==> config.mk <==
export PLATFORM = sky130hd
export DESIGN_NAME = cfg_loader
export DESIGN_NICKNAME = d
export VERILOG_FILES = /design/src/rtl/cfg_loader.sv
export SDC_FILE = /design/constraint.sdc
export NUM_CORES = 1
export LEC_CHECK = 0
export CAP_MARGIN = 20
export CORE_UTILIZATION = 55
export CTS_BUF_LIST = sky130_fd_sc_hd__clkbuf_8 sky130_fd_sc_hd__clkbuf_16
export DETAILED_ROUTE_END_ITERATION = 8
export GPL_TIMING_DRIVEN = 0
export PLACE_DENSITY_LB_ADDON = 0.2
export SLEW_MARGIN = 20
export SYNTH_ARGS = -nofsm -noshare
export SYNTH_HDL_FRONTEND = slang
export SYNTH_SLANG_ARGS = --single-unit
==> constraint.sdc <==
create_clock -name clk -period 2.8 [get_ports clk]
set_clock_uncertainty 0.1 [all_clocks]
set_input_delay 0.84 -clock clk [delete_from_list [all_inputs] [get_ports clk]]
set_output_delay 0.84 -clock clk [all_outputs]
set_load 0.05 [all_outputs]
==> src/rtl/cfg_loader.sv <==
`default_nettype none
// ============================================================================
// Module   : cfg_loader
// Brief    : Byte-serial bitstream loader that assembles 77-bit tile frames
//            and writes them to the tile array through one-hot strobes.
// Revision : 1.0 - initial release
// ============================================================================
module cfg_loader #(
    parameter int NUM_TILES = 4,
    parameter int FRAME_W   = 77
) (
    input  logic                 clk,
    input  logic                 rst,
    input  logic [7:0]           in_data,
    input  logic                 in_valid,
    output logic                 in_ready,
    output logic [FRAME_W-1:0]   bits,
    output logic [NUM_TILES-1:0] wr_en,
    output logic                 busy,
    output logic                 done,
    output logic                 err
);

    localparam int         C_ASM_W     = FRAME_W - 5;
    localparam logic [7:0] C_MAGIC     = 8'hA5;
    localparam logic [7:0] C_NUM_TILES = 8'(NUM_TILES);
    localparam logic [3:0] C_LAST_BYTE = 4'd9;

    typedef enum logic [2:0] {
        S_IDLE  = 3'd0,
        S_COUNT = 3'd1,
        S_FRAME = 3'd2,
        S_WRITE = 3'd3,
        S_CSUM  = 3'd4,
        S_ERR   = 3'd5
    } state_t;

    state_t               r_state;
    state_t               w_next;
    logic                 w_ready;
    logic                 w_accept;
    logic [C_ASM_W-1:0]   r_shift;
    logic [FRAME_W-1:0]   r_bits;
    logic [7:0]           r_count;
    logic [7:0]           r_tile_idx;
    logic [3:0]           r_byte_idx;
    logic [7:0]           r_csum;
    logic                 r_busy;
    logic                 r_done;
    logic                 r_err;

    always_comb begin
        w_next  = r_state;
        w_ready = 1'b0;
        case (r_state)
            S_IDLE: begin
                w_ready = 1'b1;
                if (in_valid && in_data == C_MAGIC) w_next = S_COUNT;
            end
            S_COUNT: begin
                w_ready = 1'b1;
                if (in_valid) begin
                    if (in_data == 8'd0 || in_data > C_NUM_TILES) w_next = S_ERR;
                    else                                          w_next = S_FRAME;
                end
            end
            S_FRAME: begin
                w_ready = 1'b1;
                if (in_valid && r_byte_idx == C_LAST_BYTE) begin
                    if (in_data[7:5] != 3'd0) w_next = S_ERR;
                    else                      w_next = S_WRITE;
                end
            end
            S_WRITE: begin
                if (r_tile_idx == r_count - 8'd1) w_next = S_CSUM;
                else                              w_next = S_FRAME;
            end
            S_CSUM: begin
                w_ready = 1'b1;
                if (in_valid) w_next = S_IDLE;
            end
            S_ERR:   w_next = S_IDLE;
            default: w_next = S_IDLE;
        endcase
    end

    // Ready is forced low while reset is asserted so no byte is lost to reset.
    assign in_ready = w_ready && !rst;
    assign w_accept = in_valid && in_ready;

    always_ff @(posedge clk) begin
        if (rst) begin
            r_state    <= S_IDLE;
            r_shift    <= '0;
            r_bits     <= '0;
            r_count    <= '0;
            r_tile_idx <= '0;
            r_byte_idx <= '0;
            r_csum     <= '0;
            r_busy     <= 1'b0;
            r_done     <= 1'b0;
            r_err      <= 1'b0;
        end else begin
            r_state <= w_next;
            case (r_state)
                S_IDLE: begin
                    if (w_accept && in_data == C_MAGIC) begin
                        r_busy <= 1'b1;
                        r_done <= 1'b0;
                        r_err  <= 1'b0;
                    end
                end
                S_COUNT: begin
                    if (w_accept) begin
                        r_count    <= in_data;
                        r_tile_idx <= '0;
                        r_byte_idx <= '0;
                        r_csum     <= '0;
                    end
                end
                S_FRAME: begin
                    if (w_accept) begin
                        r_csum     <= r_csum ^ in_data;
                        r_byte_idx <= r_byte_idx + 4'd1;
                        for (int k = 0; k < 9; k++) begin
                            if (r_byte_idx == 4'(k)) r_shift[8*k +: 8] <= in_data;
                        end
                        // The output register only moves when a clean frame completes.
                        if (r_byte_idx == C_LAST_BYTE && in_data[7:5] == 3'd0)
                            r_bits <= {in_data[4:0], r_shift};
                    end
                end
                S_WRITE: begin
                    r_tile_idx <= r_tile_idx + 8'd1;
                    r_byte_idx <= '0;
                end
                S_CSUM: begin
                    if (w_accept) begin
                        r_busy <= 1'b0;
                        if (in_data == r_csum) r_done <= 1'b1;
                        else                   r_err  <= 1'b1;
                    end
                end
                S_ERR: begin
                    r_err  <= 1'b1;
                    r_busy <= 1'b0;
                end
                default: ;
            endcase
        end
    end

    generate
        for (genvar gi = 0; gi < NUM_TILES; gi++) begin : g_wr_en
            assign wr_en[gi] = (r_state == S_WRITE) && (r_tile_idx == 8'(gi));
        end
    endgenerate

    assign bits = r_bits;
    assign busy = r_busy;
    assign done = r_done;
    assign err  = r_err;

endmodule
`default_nettype wire

==> flow_summary.toml <==
[logic_synthesis]
synth_top_area_cell = "dfxtp_1"
yosysWarnings = 0
ys_ff_latch = 183
synth_area_per_cell_um2 = 8.00
yosys_most_used_dff = "dfxtp_1"
synth.area.top_cells = "dfxtp_1, nand2_1, a21oi_1"
synth-edff-count = 0
synth_top_area_share_pct = 49.2
synth.cell_area_mm2 = 0.00745
syn_inst = 932
yosysSeqAreaShare_pct = 49.2
ys_types = 49
mappedNetlistNets = 952
ys_async_sr_fraction_pct = 0

[clocking]
cts_tree = "built"
clock_path_buffers = 2
h-tree-depth = 4
cts.sinks = 183
postCtsHoldBufs = 0
clk_pin_slew_ns = 0.07
cts_root_buffer = "clkbuf_16"
clkLatencyLatePin_ns = 0.44
cts_made_buffers = 17

[placement]
hpwlAfterDp_mm = 12.3
gp_congestion = 0.878
io_buffers = 91
placed_cells = 1199

[die]
fp.coreArea_mm2 = 0.0132
die_h_um = 118
io_pins = 96
dieWidth_um = 118
initial_core_util_pct = 56.3
row_count = 42
fp.dieArea_mm2 = 0.0140

[finish]
final_util_pct = 70.6
drive_above_1_share_pct = 8.89
post_layout_nonfiller_instances = 1233
nFillCells = 1102
syn_to_final_growth_pct = 25.4
fin_nets = 1064
antenna_cells = 0

[flow_run]
cap_violations = 0

[routing]
vias = 6789
first_iter_violations = 514
antenna_left = 0
remaining_drc_errors = 0
wl_mm = 18.9
via_per_inst = 5.51
wire_per_inst_um = 15.4
firstDrtPassIters = 5

[critical_path]
crit_path_start_kind = "flip-flop"
crit_required_ns = 1.86
cp_top_family = "simple AND/OR/NAND/NOR gates"
cp_cell_sequence = "or4_4, nor4_4, and2_1, buf_6"
end_kind = "primary output"
critPathMaxStageDelay_ns = 0.54
critical_path_class = "flip-flop to primary output"
worstPathMaxFanout = 4
cpMaxStageDelayCell = "or4_4"
arrival_ns = 1.89
cp.buffers_inverters = 1

[global_routing]
grt_antenna_before_repair = 0
grt_max_degree = 17
grt_pass1_vias = 6248
grt.overflow.total = 0
gr-usage-all-layers_pct = 27.8
grt_pass1_wl_mm = 30.9

[timing]
finalHoldViolCount = 0
finalSetupViolCount = 4
timing.final.ws_setup_ns = -0.0293
slew-limit-headroom_pct = 43.2
rsz0062_at_grt = "true"
slew_viol_final = 0
min_period_over_period_pct = 101
worst_slew_pin_slew_ns = 0.852
max_freq_mhz = 353
period_needed_ns = 2.83

[power]
irDropWorstVdd_mv = 0.452
power_density_mw_per_mm2 = 571
leakage_nw = 3.16

[run_status]
violations = "negative setup slack"
status = "complete, but fails checks"

[hold_path]
hp-class = "flip-flop to flip-flop"
## cell type report
| type | instances | area, um^2 | share of cell area, % |
|---|---|---|---|
| inverters | 10 | 37.5 | 0.401 |
| flip-flops and latches | 183 | 3670 | 39.3 |
| repair buffers | 94 | 956 | 10.2 |
| clock buffers | 18 | 439 | 4.70 |
| well taps | 176 | 220 | 2.36 |
| multi-input cells | 664 | 3450 | 36.9 |
| plain buffers | 74 | 377 | 4.03 |
| clock inverters | 14 | 198 | 2.11 |
## layer usage
metal	GRT usage, %	wire length [um]	up-vias
met4	11.6	465	0
li1	-	-	3340
met1	36.7	8430	3165
met2	44.2	8740	240
met5	0	0	-
met3	5.89	1300	44
## worst reg2reg max path, stage by stage (launching register included)
cell and delay [ns]:
dfxtp_1 0.43, ha_1 0.23, clkbuf_1 0.46, nand4_4 0.28, buf_4 0.27, buf_2 0.19, nand2_1 0.09, a21oi_1 0.06
## cells in the mapped netlist, types with 7 or more instances
library cell / count
ha_1: 9
a21oi_1: 156
nand3_1: 70
clkbuf_1: 47
nor4_1: 7
nand2_1: 241
xor2_1: 7
buf_2: 18
dfxtp_1: 183
nor2b_1: 11
xnor2_1: 14
nor2_1: 49
mux2i_1: 17
o21ai_0: 18
inv_1: 10
## metrics by stage
stage,cell area (um^2),setup WS [ns],power (mW),setup TNS [ns],hold slack [ns]
finish,9350,-0.0293,5.34,-0.0991,0.348
detailed placement,8590,-0.918,2.81,-59.48,0.343
global placement,8590,-0.907,2.81,-61.36,0.338
global route,9350,-0.0969,5.48,-0.341,0.365
CTS,9300,-0.0815,5.34,-0.315,0.352
floorplan,7460,0.0147,2.74,0,0.336
## what timing repair did
| action | in CTS | in global routing |
|---|---|---|
| gates cloned | 0 | 0 |
| endpoints found under the hold margin | 0 | 0 |
| gates resized for setup | 52 | 13 |
| setup endpoints to repair | 35 | 37 |
| setup buffers | 2 | 1 |
| pin swaps | 4 | 6 |
## sequential cells by signal, summed over array words and instances, names as in the netlist
signal and cells:
bits 77, r_shift 72, r_count 8, r_csum 8
r_tile_idx 8, r_byte_idx 4, r_state 3, busy 1
done 1, err 1
## logic make-up (layout without fill, tap and decap cells)
group                      count (synthesis)  count (layout)  synth area share [%]
buffers and inverters                     85             210                  5.25
AOI/OAI and AO/OA                        195             195                  13.8
DFF                                      183             183                  49.2
and+or+nand+nor                          422             422                  25.5
muxes                                     17              17                  2.28
adders and majority gates                  9               9                  1.51
xor gates and xnor gates                  21              21                  2.47
## where the power goes
part | total, mW | leakage, nW | switching (mW) | internal [mW]
clock | 2.59 | 0.317 | 1.06 | 1.53
combinational | 0.150 | 1.36 | 0.115 | 0.0346
sequential | 2.60 | 1.48 | 0.00138 | 2.60
## path summary, 6_finish.rpt
path	slack [ns]	start	to	cells after the start
worst max register to register	0.54	r_byte_idx[0]	bits[72]	7
worst max-delay path	-0.03	r_tile_idx[7]	wr_en[3]	4
worst min register to register	0.35	bits[24]	bits[24]	2
worst min-delay path	0.35	bits[24]	bits[24]	2
## cells in the final DEF (no fill, tap or decap), types with 17 or more instances in the layout
master,instances
clkdlybuf4s50_1,86
nand3_1,70
o21ai_0,18
nor2_1,48
a21oi_1,156
dfxtp_1,179
clkbuf_16,17
nand2_1,240
clkbuf_1,43
mux2i_1,17
Power figures use the tool's default switching activity.
